## src/rtl/fsm_sequencer.sv

```systemverilog
// Run controller for a small serial-input FSM: clears it, shifts a pattern onto x
// MSB first, and counts the cycles in which y equals MATCH (saturating).
module fsm_sequencer #(
    parameter int          LEN   = 8,
    parameter int          CW    = 4,
    parameter logic [1:0]  MATCH = 2'b11
) (
    input  logic           clk_i,
    input  logic           reset_i,
    input  logic           start_i,
    input  logic           abort_i,
    input  logic [LEN-1:0] pattern_i,
    input  logic [1:0]     y_i,
    output logic           x_o,
    output logic           fsm_rst_o,
    output logic           busy_o,
    output logic           done_o,
    output logic [CW-1:0]  hits_o
);

    // state | meaning
    // IDLE  | controlled FSM held in reset, waiting for start
    // CLEAR | one clear cycle with the FSM still in reset
    // RUN   | FSM released, one pattern bit per clock on x
    // DONE  | single-cycle completion pulse
    typedef enum logic [1:0] {
        ST_IDLE  = 2'd0,
        ST_CLEAR = 2'd1,
        ST_RUN   = 2'd2,
        ST_DONE  = 2'd3
    } state_t;

    localparam int CNTW = $clog2(LEN + 1);

    state_t              state_q, state_d;
    logic [LEN-1:0]      shreg_q, shreg_d;
    logic [CNTW-1:0]     cnt_q,   cnt_d;
    logic [CW-1:0]       hits_q,  hits_d;

    always_ff @(posedge clk_i) begin
        if (!reset_i) begin
            state_q <= ST_IDLE;
            shreg_q <= '0;
            cnt_q   <= '0;
            hits_q  <= '0;
        end else begin
            state_q <= state_d;
            shreg_q <= shreg_d;
            cnt_q   <= cnt_d;
            hits_q  <= hits_d;
        end
    end

    always_comb begin
        state_d = state_q;
        shreg_d = shreg_q;
        cnt_d   = cnt_q;
        hits_d  = hits_q;
        case (state_q)
            ST_IDLE: begin
                if (start_i) begin
                    shreg_d = pattern_i;
                    cnt_d   = '0;
                    hits_d  = '0;
                    state_d = ST_CLEAR;
                end
            end
            ST_CLEAR: begin
                state_d = abort_i ? ST_IDLE : ST_RUN;
            end
            ST_RUN: begin
                // An abort edge discards that bit entirely: no shift, no hit.
                if (abort_i) begin
                    state_d = ST_IDLE;
                end else begin
                    shreg_d = {shreg_q[LEN-2:0], 1'b0};
                    cnt_d   = cnt_q + CNTW'(1);
                    if ((y_i == MATCH) && (hits_q != {CW{1'b1}})) begin
                        hits_d = hits_q + CW'(1);
                    end
                    if (cnt_q == CNTW'(LEN - 1)) begin
                        state_d = ST_DONE;
                    end
                end
            end
            ST_DONE: begin
                state_d = ST_IDLE;
            end
            default: begin
                state_d = ST_IDLE;
            end
        endcase
    end

    assign x_o       = (state_q == ST_RUN) & shreg_q[LEN-1];
    assign fsm_rst_o = (state_q != ST_RUN);
    assign busy_o    = (state_q == ST_CLEAR) || (state_q == ST_RUN);
    assign done_o    = (state_q == ST_DONE);
    assign hits_o    = hits_q;

endmodule

```

## config.mk

```make
export PLATFORM = sky130hd
export DESIGN_NAME = fsm_sequencer
export DESIGN_NICKNAME = d
export VERILOG_FILES = /design/src/rtl/fsm_sequencer.sv
export SDC_FILE = /design/constraint.sdc
export NUM_CORES = 1
export LEC_CHECK = 0
export CORE_MARGIN = 3
export CORE_UTILIZATION = 50
export DETAILED_ROUTE_END_ITERATION = 7
export GPL_TIMING_DRIVEN = 0
export PLACE_DENSITY = 0.79
export SYNTH_ARGS = -nofsm -noshare
export SYNTH_HDL_FRONTEND = slang
export SYNTH_SLANG_ARGS = --single-unit
```

## constraint.sdc

```tcl
create_clock -name clk_i -period 4.13 [get_ports clk_i]
set_input_delay 0.826 -clock clk_i [delete_from_list [all_inputs] [get_ports clk_i]]
set_output_delay 0.826 -clock clk_i [all_outputs]
set_load 0.005 [all_outputs]
```

# Word level (Yosys, flattened, before mapping)
# Index checks and enable logic that the tools add are counted.
# word_totals
ff_bits	18
out_inout_bits	8
in_bits	14
# classes
n_reduce_logical	7
n_addsub	2
bitwise	1
muxes	14
n_eq_ne	11
# ops
op	n
4-bit two-way mux	4
8-bit two-way mux	2
4-bit one-hot mux with 2 select lines	2
8-bit one-hot mux with 2 select lines	1
4-bit by 1-bit adder with 4-bit output (second input constant)	2
2-bit two-way mux	4
2-bit inequality test (second input constant)	4
2-bit one-hot mux with 4 select lines	1
2-bit == test (second input constant)	3
4-bit by 3-bit == test with 1-bit output (second input constant)	1
4-bit inequality test (second input constant)	1
4-bit AND reduction	1
3-bit inequality test (second input constant)	1
3-bit AND reduction	1
2-bit by 1-bit == test with 1-bit output (second input constant)	1
2-bit logical NOT	1
2-bit AND reduction	1
2-bit nonzero test	1
1-bit AND	1
1-bit logical AND	1
1-bit logical OR	1

# Depth between registers and ports, before layout
# Gate-level depths: netlist of the first run.
# logic_depth
depth_word	5
depth_mapped	8

# Worst setup path before layout of the first run
# No wires, ideal clock.
# synth_path
kind	register -> output
startpoint	register state_q[0]
endpoint	output port x_o
t_arrival_ps	1087
path_slack_ps	2217
path_buffers	2
path_stages_with_launch	6
path_cell_list	dfxtp_1 inv_1 ha_1 buf_6 buf_2 and2_1
# synth_between
elab_chain_cells	2
# synth_lines
item	line_no	rtl
start: declaration	35	state_t state_q, state_d;
start signal: assignment	47	state_q <= state_d;
2-bit == test	95	assign x_o = (state_q == ST_RUN) & shreg_q[LEN-1];
1-bit AND	95	
end: declaration	14	output logic x_o,
# No other way between the ends.

# Worst setup path after layout of the first run
# Same ends and word-level chain as after synthesis.

==> report_table.html, run 1 <==
<table>
<tr><th>Metric</th><th>Value</th></tr>
<tr><th colspan="2">Cells and area</th></tr>
<tr><td>Net total in the final layout</td><td>161</td></tr>
<tr><td>Fill count</td><td>164</td></tr>
<tr><td>Area occupied by multi-input gates</td><td>approximately 600 um2</td></tr>
<tr><td>Post-route cell area</td><td>0.00131 mm2</td></tr>
<tr><td>Fraction of final layout cells with drive strength greater than 1</td><td>0.100</td></tr>
<tr><td>Final std cells w/o fill</td><td>165</td></tr>
<tr><td>Diodes inserted</td><td>0</td></tr>
<tr><td>Layout overhead on the synthesized area</td><td>25.8%</td></tr>
<tr><td>Seq. cell area</td><td>approximately 360 um2</td></tr>
<tr><th colspan="2">Placed design</th></tr>
<tr><td>Worst slack at placement</td><td>~1600 ps</td></tr>
<tr><td>Weighted congestion at the end of routability-driven global placement</td><td>0.885</td></tr>
<tr><td>Input/output buffers</td><td>20</td></tr>
<tr><td>Total instance count after detailed placement</td><td>161</td></tr>
<tr><td>HPWL after detailed placement</td><td>1.69 mm</td></tr>
<tr><td>Area after detailed placement</td><td>0.00127 mm2</td></tr>
<tr><th colspan="2">STA</th></tr>
<tr><td>Slew @ Worst Pin</td><td>roughly 490 ps</td></tr>
<tr><td>Number of max-slew violations in the final report</td><td>0</td></tr>
<tr><td>Peak clock frequency supported by timing</td><td>354 MHz</td></tr>
<tr><td>Minimum period implied by the final worst setup slack</td><td>~2800 ps</td></tr>
<tr><td>Max_slew headroom</td><td>0.671</td></tr>
<tr><td>Ratio of final minimum period to clock period</td><td>0.683</td></tr>
<tr><td>Setup slack of the critical path after layout</td><td>roughly 1300 ps</td></tr>
<tr><td>Final Hold Vio Count</td><td>0</td></tr>
<tr><td>Sum Neg Setup Slack</td><td>0 ps</td></tr>
<tr><td>Worst-case clock skew</td><td>5.99 ps</td></tr>
<tr><td>Setup violators final</td><td>0</td></tr>
<tr><td>RSZ-0062 raised after global routing</td><td>no</td></tr>
<tr><th colspan="2">Logic synthesis</th></tr>
<tr><td>Area of the mapped netlist</td><td>between 0.001 and 0.0015 mm2</td></tr>
<tr><td>Register bit count reported by yosys</td><td>18</td></tr>
<tr><td>Cell variety after synth</td><td>36</td></tr>
<tr><td>Share of async-settable or async-resettable flops after synthesis</td><td>0</td></tr>
<tr><td>Syn avg cell area</td><td>8.95 um2</td></tr>
<tr><td>Synth Instances</td><td>116</td></tr>
<tr><td>Net count of the mapped netlist</td><td>136</td></tr>
<tr><td>Seq/Total Area, Yosys</td><td>0.347</td></tr>
<tr><td>Synth Warn #</td><td>0</td></tr>
<tr><td>Top_reg_cell synth</td><td>dfxtp_1</td></tr>
<tr><td>Number of enable flip-flop cells after synthesis</td><td>0</td></tr>
<tr><th colspan="2">Global routing</th></tr>
<tr><td>Total GRT Usage</td><td>0.190</td></tr>
<tr><td>First-pass GRT wire length</td><td>3.90 mm</td></tr>
<tr><td>Number of global-route vias before repair</td><td>875</td></tr>
<tr><td>Antenna violations before repair</td><td>0</td></tr>
<tr><td>Pin count of the biggest net entering global routing</td><td>11</td></tr>
<tr><td>Overflow left after global routing</td><td>0</td></tr>
<tr><th colspan="2">Power</th></tr>
<tr><td>P_leak</td><td>between 0.4 and 0.5 nW</td></tr>
<tr><td>Max rail drop VDD</td><td>between 0.0002 and 0.00025 V</td></tr>
<tr><td>Overall Power</td><td>0.383 mW</td></tr>
<tr><td>Power density normalized to cell area</td><td>294 mW/mm2</td></tr>
<tr><th colspan="2">Clock network</th></tr>
<tr><td>Clock input transition at the sequential cells of the worst setup and hold paths</td><td>~100 ps</td></tr>
<tr><td>Skew-Pair Late Insertion Delay</td><td>300 ps</td></tr>
<tr><td>Clock buffers created by TritonCTS</td><td>3</td></tr>
<tr><td>Cts-stage hold buffer count</td><td>0</td></tr>
<tr><td>Number of gates resized after CTS</td><td>0</td></tr>
<tr><td>CTS tree</td><td>yes</td></tr>
<tr><td>TritonCTS sink count</td><td>18</td></tr>
<tr><td>Maximum clock path buffer count</td><td>2</td></tr>
<tr><td>Number of buffers inserted by post-CTS setup repair</td><td>0</td></tr>
<tr><td>Library cell used as clock root buffer</td><td>clkbuf_4</td></tr>
<tr><td>Number of levels the H-tree was split into</td><td>1</td></tr>
<tr><th colspan="2">Run</th></tr>
<tr><td># Max-Cap Violations</td><td>0</td></tr>
<tr><th colspan="2">Detailed routing</th></tr>
<tr><td>Wire length per cell after detailed routing</td><td>13.6 um</td></tr>
<tr><td>Detailed-routing iteration count for the pre-antenna-repair pass</td><td>4</td></tr>
<tr><td>Post-detailed-route via-to-cell ratio</td><td>5.73</td></tr>
<tr><td>Residual DRC count</td><td>0</td></tr>
<tr><td>Final routed wirelength across all metal layers</td><td>2.25 mm</td></tr>
<tr><td>Vias after detailed routing</td><td>945</td></tr>
<tr><td>Number of violations reported at the end of detailed-routing iteration 0</td><td>8</td></tr>
<tr><td>Post-route ant nets</td><td>0</td></tr>
<tr><th colspan="2">Die</th></tr>
<tr><td>Die footprint</td><td>~0.0027 mm2</td></tr>
<tr><td>Height of the chip</td><td>51.6 um</td></tr>
<tr><td>Starting density of the core</td><td>0.565</td></tr>
<tr><td>Area of the core</td><td>0.00184 mm2</td></tr>
<tr><td>Die extent in x</td><td>approximately 52 um</td></tr>
<tr><td>Top-Level Pins</td><td>22</td></tr>
<tr><td>Placement Rows</td><td>15</td></tr>
<tr><th colspan="2">Setup path</th></tr>
<tr><td>Top fanout value on the critical path</td><td>10</td></tr>
<tr><td>Startpoint kind of the worst setup timing path</td><td>flip-flop</td></tr>
<tr><td>Data arrival time at the worst-slack endpoint</td><td>2000 ps</td></tr>
<tr><td>Critical path type</td><td>flip-flop to output port</td></tr>
<tr><td>CP max stage cell</td><td>clkdlybuf4s50_1</td></tr>
<tr><td>Worst setup EP type</td><td>output port</td></tr>
<tr><td>Data required time of the worst path</td><td>3300 ps</td></tr>
<tr><td>Critical path cell sequence</td><td>inv_1 -&gt; ha_1 -&gt; buf_6 -&gt; buf_2 -&gt; and2_1 -&gt; clkdlybuf4s50_1</td></tr>
<tr><td>Maximum cell stage delay along the critical path</td><td>490 ps</td></tr>
<tr><th colspan="2">Status</th></tr>
<tr><td>Outcome</td><td>complete, no violations</td></tr>
<tr><th colspan="2">Hold path</th></tr>
<tr><td>Classification of the worst-slack hold path</td><td>flip-flop to flip-flop</td></tr>
</table>
==> final cells by class <==
| class | instances | area share |
|---|---|---|
| multi-input cells | 86 | 0.456 |
| inverters | 6 | 0.0172 |
| well taps | 25 | 0.0239 |
| repair buffers | 20 | 0.153 |
| plain buffers | 6 | 0.0460 |
| clock buffers | 4 | 0.0278 |
| flip-flops and latches | 18 | 0.276 |
==> routing by layer <==
metal  share of wire  track usage
met2            0.48        0.316
met3           0.067       0.0602
met4          0.0076       0.0524
met5               0            0
met1            0.44        0.236
==> worst max-delay path: cells and delay by family, from the launching register on <==
family	cells	cell delay [ps]
adder cells (fa/ha/maj)	1	180
buffers and inverters	4	1010
flip-flops	1	340
AND/OR/NAND/NOR	1	170
==> registers in the layout, indices dropped and copies added, names as in the netlist <==
signal	cells
hits_o	4
state_q	2
cnt_q	4
shreg_q	8
==> cells by family (layout without fill, tap and decap cells) <==
kind of cell	after synthesis	in the layout	synth area share
compound gates	30	30	0.208
simple gates	40	40	0.195
buf+inv	12	36	0.0795
xor+xnor	2	2	0.0169
fa+ha+maj	6	6	0.0723
mux	8	8	0.0807
flops	18	18	0.347
==> report_power, final <==
part	switching, mW	internal [mW]	total [mW]
registers	0.00610	0.184	0.190
clock network	0.0563	0.0537	0.110
logic	0.0414	0.0419	0.0833
total	0.104	0.280	0.383
==> stage by stage <==
stage	utilization	hold slack, ps
6_report	0.710	504
5_1_grt	0.710	535
4_1_cts	0.710	509
3_5_place_dp	0.690	496
3_3_place_gp	0.690	484
2_1_floorplan	-	471
==> worst paths after layout <==
check,startpoint,endpoint,slack (ps),depth (start not counted)
worst max register to register,state_q[0]$_SDFFE_PN0P_,shreg_q[3]$_SDFFE_PN0P_,2300,8
worst min register to register,shreg_q[7]$_SDFFE_PN0P_,shreg_q[7]$_SDFFE_PN0P_,500,2
worst max-delay path,state_q[0]$_SDFFE_PN0P_,x_o,1310,6
worst min-delay path,shreg_q[7]$_SDFFE_PN0P_,shreg_q[7]$_SDFFE_PN0P_,500,2
==> cell usage in the layout, fill, tap and decap left out, types with 2 or more instances in the layout <==
master           Yosys  final
clkdlybuf4s50_1      0     20
a21oi_1              7      7
clkbuf_4             0      3
ha_1                 6      6
dfxtp_1             18     18
inv_1                6      6
nor3b_1              2      2
clkbuf_8             1      2
nand2b_1             2      2
a211oi_1             7      7
buf_6                3      3
a32o_1               2      2
nand3_1              6      6
o21ai_0              4      4
nor2_1              12     12
and2_1               2      2
nand2_1              8      8
mux2i_1              7      7
xnor2_1              2      2
nor2b_1              3      3
==> cell usage after synthesis, drive strengths merged (2+ instances only) <==
master | count | area share
buf | 5 | 0.045
nor3b | 2 | 0.014
a32o | 2 | 0.019
ha | 6 | 0.072
nand2 | 8 | 0.029
o21ai | 4 | 0.019
nand2b | 2 | 0.012
xnor2 | 2 | 0.017
inv | 6 | 0.022
nor2b | 4 | 0.031
a21oi | 8 | 0.042
nand3 | 6 | 0.029
and2 | 2 | 0.012
mux2i | 8 | 0.081
nor2 | 12 | 0.043
a211oi | 7 | 0.051
dfxtp | 18 | 0.35
No activity file was read; power rests on OpenSTA's default activity.
==> run 2, diff against run 1 <==
--- a/config.mk
+++ b/config.mk
@@ -6,10 +6,10 @@
 export NUM_CORES = 1
 export LEC_CHECK = 0
 export CORE_MARGIN = 3
-export CORE_UTILIZATION = 50
+export CORE_UTILIZATION = 44
 export DETAILED_ROUTE_END_ITERATION = 7
 export GPL_TIMING_DRIVEN = 0
-export PLACE_DENSITY = 0.79
+export PLACE_DENSITY = 0.73
 export SYNTH_ARGS = -nofsm -noshare
 export SYNTH_HDL_FRONTEND = slang
 export SYNTH_SLANG_ARGS = --single-unit
==> constraint.sdc (replaced) <==
create_clock -name clk_i -period 2.55 [get_ports clk_i]
set_input_delay 0.51 -clock clk_i [delete_from_list [all_inputs] [get_ports clk_i]]
set_output_delay 0.51 -clock clk_i [all_outputs]
set_load 0.005 [all_outputs]
==> report_table.html, run 2 (synthesis gave the netlist of run 1 again) <==
<table>
<tr><th>Metric</th><th>Value</th></tr>
<tr><th colspan="2">Power</th></tr>
<tr><td>Net switching power figure</td><td>0.164 mW</td></tr>
<tr><td>Sequential fraction of design power</td><td>0.525</td></tr>
<tr><td>Int Power</td><td>between 0.4 and 0.5 mW</td></tr>
<tr><td>Net switching share of the total power</td><td>0.281</td></tr>
<tr><td>P_leak</td><td>roughly 0.47 nW</td></tr>
<tr><td>Power density normalized to cell area</td><td>about 450 mW/mm2</td></tr>
<tr><td>Max rail drop VDD</td><td>0.000328 V</td></tr>
<tr><td>Relative contribution of combinational cells to total power</td><td>0.228</td></tr>
<tr><td>Overall Power</td><td>roughly 0.6 mW</td></tr>
<tr><td>Clock power frac</td><td>0.247</td></tr>
<tr><th colspan="2">Clock network</th></tr>
<tr><td>Maximum clock path buffer count</td><td>2</td></tr>
<tr><td>Skew-Pair Late Insertion Delay</td><td>290 ps</td></tr>
<tr><td>TritonCTS sink count</td><td>18</td></tr>
<tr><td>Number of levels the H-tree was split into</td><td>1</td></tr>
<tr><td>CTS tree</td><td>yes</td></tr>
<tr><td>Clock input transition at the sequential cells of the worst setup and hold paths</td><td>100 ps</td></tr>
<tr><td>Library cell used as clock root buffer</td><td>clkbuf_4</td></tr>
<tr><td>Clock buffers created by TritonCTS</td><td>3</td></tr>
<tr><th colspan="2">STA</th></tr>
<tr><td>Max_slew headroom</td><td>0.644</td></tr>
<tr><td>Ratio of final minimum period to clock period</td><td>0.914</td></tr>
<tr><td>Final Hold Vio Count</td><td>0</td></tr>
<tr><td>Setup violators final</td><td>0</td></tr>
<tr><td>Final hold slack</td><td>509 ps</td></tr>
<tr><td>Setup slack of the critical path after layout</td><td>219 ps</td></tr>
<tr><td>Number of max-slew violations in the final report</td><td>0</td></tr>
<tr><td>Slew @ Worst Pin</td><td>530 ps</td></tr>
<tr><td>RSZ-0062 raised after global routing</td><td>no</td></tr>
<tr><td>Sum Neg Setup Slack</td><td>0 ps</td></tr>
<tr><td>Worst-case clock skew</td><td>2.44 ps</td></tr>
<tr><td>Minimum period implied by the final worst setup slack</td><td>2330 ps</td></tr>
<tr><td>Peak clock frequency supported by timing</td><td>429 MHz</td></tr>
<tr><th colspan="2">Die</th></tr>
<tr><td>Area of the core</td><td>roughly 0.0021 mm2</td></tr>
<tr><td>Die footprint</td><td>0.00298 mm2</td></tr>
<tr><td>Top-Level Pins</td><td>22</td></tr>
<tr><td>Placement Rows</td><td>16</td></tr>
<tr><td>Die extent in x</td><td>approximately 55 um</td></tr>
<tr><td>Height of the chip</td><td>approximately 55 um</td></tr>
<tr><td>Starting density of the core</td><td>0.494</td></tr>
<tr><th colspan="2">Setup path</th></tr>
<tr><td>Top fanout value on the critical path</td><td>19</td></tr>
<tr><td>Source of the worst register-to-register timing path</td><td>state_q[0]$_SDFFE_PN0P_</td></tr>
<tr><td>FF-to-FF path depth</td><td>8</td></tr>
<tr><td>Worst setup path startpoint</td><td>state_q[0]$_SDFFE_PN0P_</td></tr>
<tr><td>Worst flop-to-flop path endpoint</td><td>shreg_q[2]$_SDFFE_PN0P_</td></tr>
<tr><td>Startpoint kind of the worst setup timing path</td><td>flip-flop</td></tr>
<tr><td>Register-to-register path setup slack</td><td>760 ps</td></tr>
<tr><td>Data arrival time at the worst-slack endpoint</td><td>1820 ps</td></tr>
<tr><td>Data required time of the worst path</td><td>2040 ps</td></tr>
<tr><td>Critical path type</td><td>flip-flop to output port</td></tr>
<tr><td>Worst setup EP type</td><td>output port</td></tr>
<tr><th colspan="2">Detailed routing</th></tr>
<tr><td>Final routed wirelength across all metal layers</td><td>2.09 mm</td></tr>
<tr><td>Number of violations reported at the end of detailed-routing iteration 0</td><td>15</td></tr>
<tr><td>Detailed-routing iteration count for the pre-antenna-repair pass</td><td>4</td></tr>
<tr><td>Post-detailed-route via-to-cell ratio</td><td>about 5.3</td></tr>
<tr><td>Vias after detailed routing</td><td>878</td></tr>
<tr><td>Wire length per cell after detailed routing</td><td>12.7 um</td></tr>
<tr><td>Post-route ant nets</td><td>0</td></tr>
<tr><td>Residual DRC count</td><td>0</td></tr>
<tr><th colspan="2">Hold path</th></tr>
<tr><td>Classification of the worst-slack hold path</td><td>flip-flop to flip-flop</td></tr>
<tr><td>Hold path cells</td><td>2</td></tr>
<tr><td>Min-Delay Startpoint</td><td>shreg_q[4]$_SDFFE_PN0P_</td></tr>
<tr><td>Hold path endpoint</td><td>shreg_q[4]$_SDFFE_PN0P_</td></tr>
<tr><th colspan="2">Cells and area</th></tr>
<tr><td>Net total in the final layout</td><td>160</td></tr>
<tr><td>Finished Core Util</td><td>0.614</td></tr>
<tr><td>Diodes inserted</td><td>0</td></tr>
<tr><td>Seq. cell area</td><td>360 um2</td></tr>
<tr><td>Most common library cell in the layout ignoring fill and taps</td><td>clkdlybuf4s50_1</td></tr>
<tr><td>Fill count</td><td>between 150 and 200</td></tr>
<tr><td>Final std cells w/o fill</td><td>~170</td></tr>
<tr><td>Number of flip-flops in the largest register</td><td>8</td></tr>
<tr><td>Area occupied by multi-input gates</td><td>596 um2</td></tr>
<tr><td>Register bank with the most flops</td><td>shreg_q</td></tr>
<tr><td>Layout overhead on the synthesized area</td><td>24.2%</td></tr>
<tr><td>Post-route cell area</td><td>0.00129 mm2</td></tr>
<tr><td>Commonest cells after routing, fill and taps aside</td><td>clkdlybuf4s50_1 (20), dfxtp_1 (18), nor2_1 (12), nand2_1 (8)</td></tr>
<tr><td>Fraction of final layout cells with drive strength greater than 1</td><td>0.0870</td></tr>
<tr><th colspan="2">Placed design</th></tr>
<tr><td>Worst slack at placement</td><td>407 ps</td></tr>
<tr><td>Total instance count after detailed placement</td><td>between 150 and 200</td></tr>
<tr><td>Input/output buffers</td><td>20</td></tr>
<tr><td>HPWL after detailed placement</td><td>between 1.5 and 2 mm</td></tr>
<tr><td>Area after detailed placement</td><td>between 0.001 and 0.0015 mm2</td></tr>
<tr><td>Weighted congestion at the end of routability-driven global placement</td><td>0.801</td></tr>
<tr><th colspan="2">Status</th></tr>
<tr><td>Outcome</td><td>complete, no violations</td></tr>
<tr><th colspan="2">Global routing</th></tr>
<tr><td>Overflow left after global routing</td><td>0</td></tr>
<tr><td>Antenna violations before repair</td><td>0</td></tr>
<tr><td>First-pass GRT wire length</td><td>about 3.6 mm</td></tr>
<tr><td>Total GRT Usage</td><td>0.161</td></tr>
<tr><td>Pin count of the biggest net entering global routing</td><td>11</td></tr>
<tr><td>Number of global-route vias before repair</td><td>783</td></tr>
<tr><th colspan="2">Run</th></tr>
<tr><td># Max-Cap Violations</td><td>0</td></tr>
</table>
## run 2: worst max path at each step
stage	slack (ps)	to
6_report	220	fsm_rst_o
4_1_cts	70	x_o
3_3_place_gp	410	x_o
3_5_place_dp	410	x_o
5_1_grt	100	fsm_rst_o
2_1_floorplan	950	x_o
## run 2: final cells by class
cell class | instances | share of cell area
Timing Repair Buffer | 20 | 0.155
Clock buffer | 3 | 0.0175
Inverter | 6 | 0.0175
Buffer | 5 | 0.0427
Sequential cell | 18 | 0.279
Multi-Input combinational cell | 86 | 0.462
Tap cell | 27 | 0.0262
## run 2: repair_timing
action | 4_1_cts | 5_1_grt
setup buffers | 0 | 0
gates resized for setup | 0 | 0
hold buffers | 0 | 0
endpoints found under the setup margin | 0 | 1
## run 2: power groups by stage
stage	logic (mW)	registers [mW]	clock network, mW
global placement	0.132	0.313	0
CTS	0.134	0.308	0.148
global route	0.150	0.310	0.157
detailed placement	0.134	0.314	0
finish	0.133	0.307	0.145
floorplan	0.0889	0.312	0
## run 2: critical path: stages, from the launching register on
cell	delay, ps
dfxtp_1	370
inv_1	80
ha_1	200
buf_6	170
inv_1	170
clkdlybuf4s50_1	530
## run 2: routing by layer
metal	part of all wire	global-route usage
met3	0.048	0.0327
met2	0.45	0.244
met5	0	0
met4	0.0062	0.0373
met1	0.49	0.232
==> run 3, diff against run 2 <==
--- a/config.mk
+++ b/config.mk
@@ -13,3 +13,4 @@
 export SYNTH_ARGS = -nofsm -noshare
 export SYNTH_HDL_FRONTEND = slang
 export SYNTH_SLANG_ARGS = --single-unit
+export TNS_END_PERCENT = 20
==> results of run 3 <==
Final layout, timing and power as in run 2 (identical DEF).
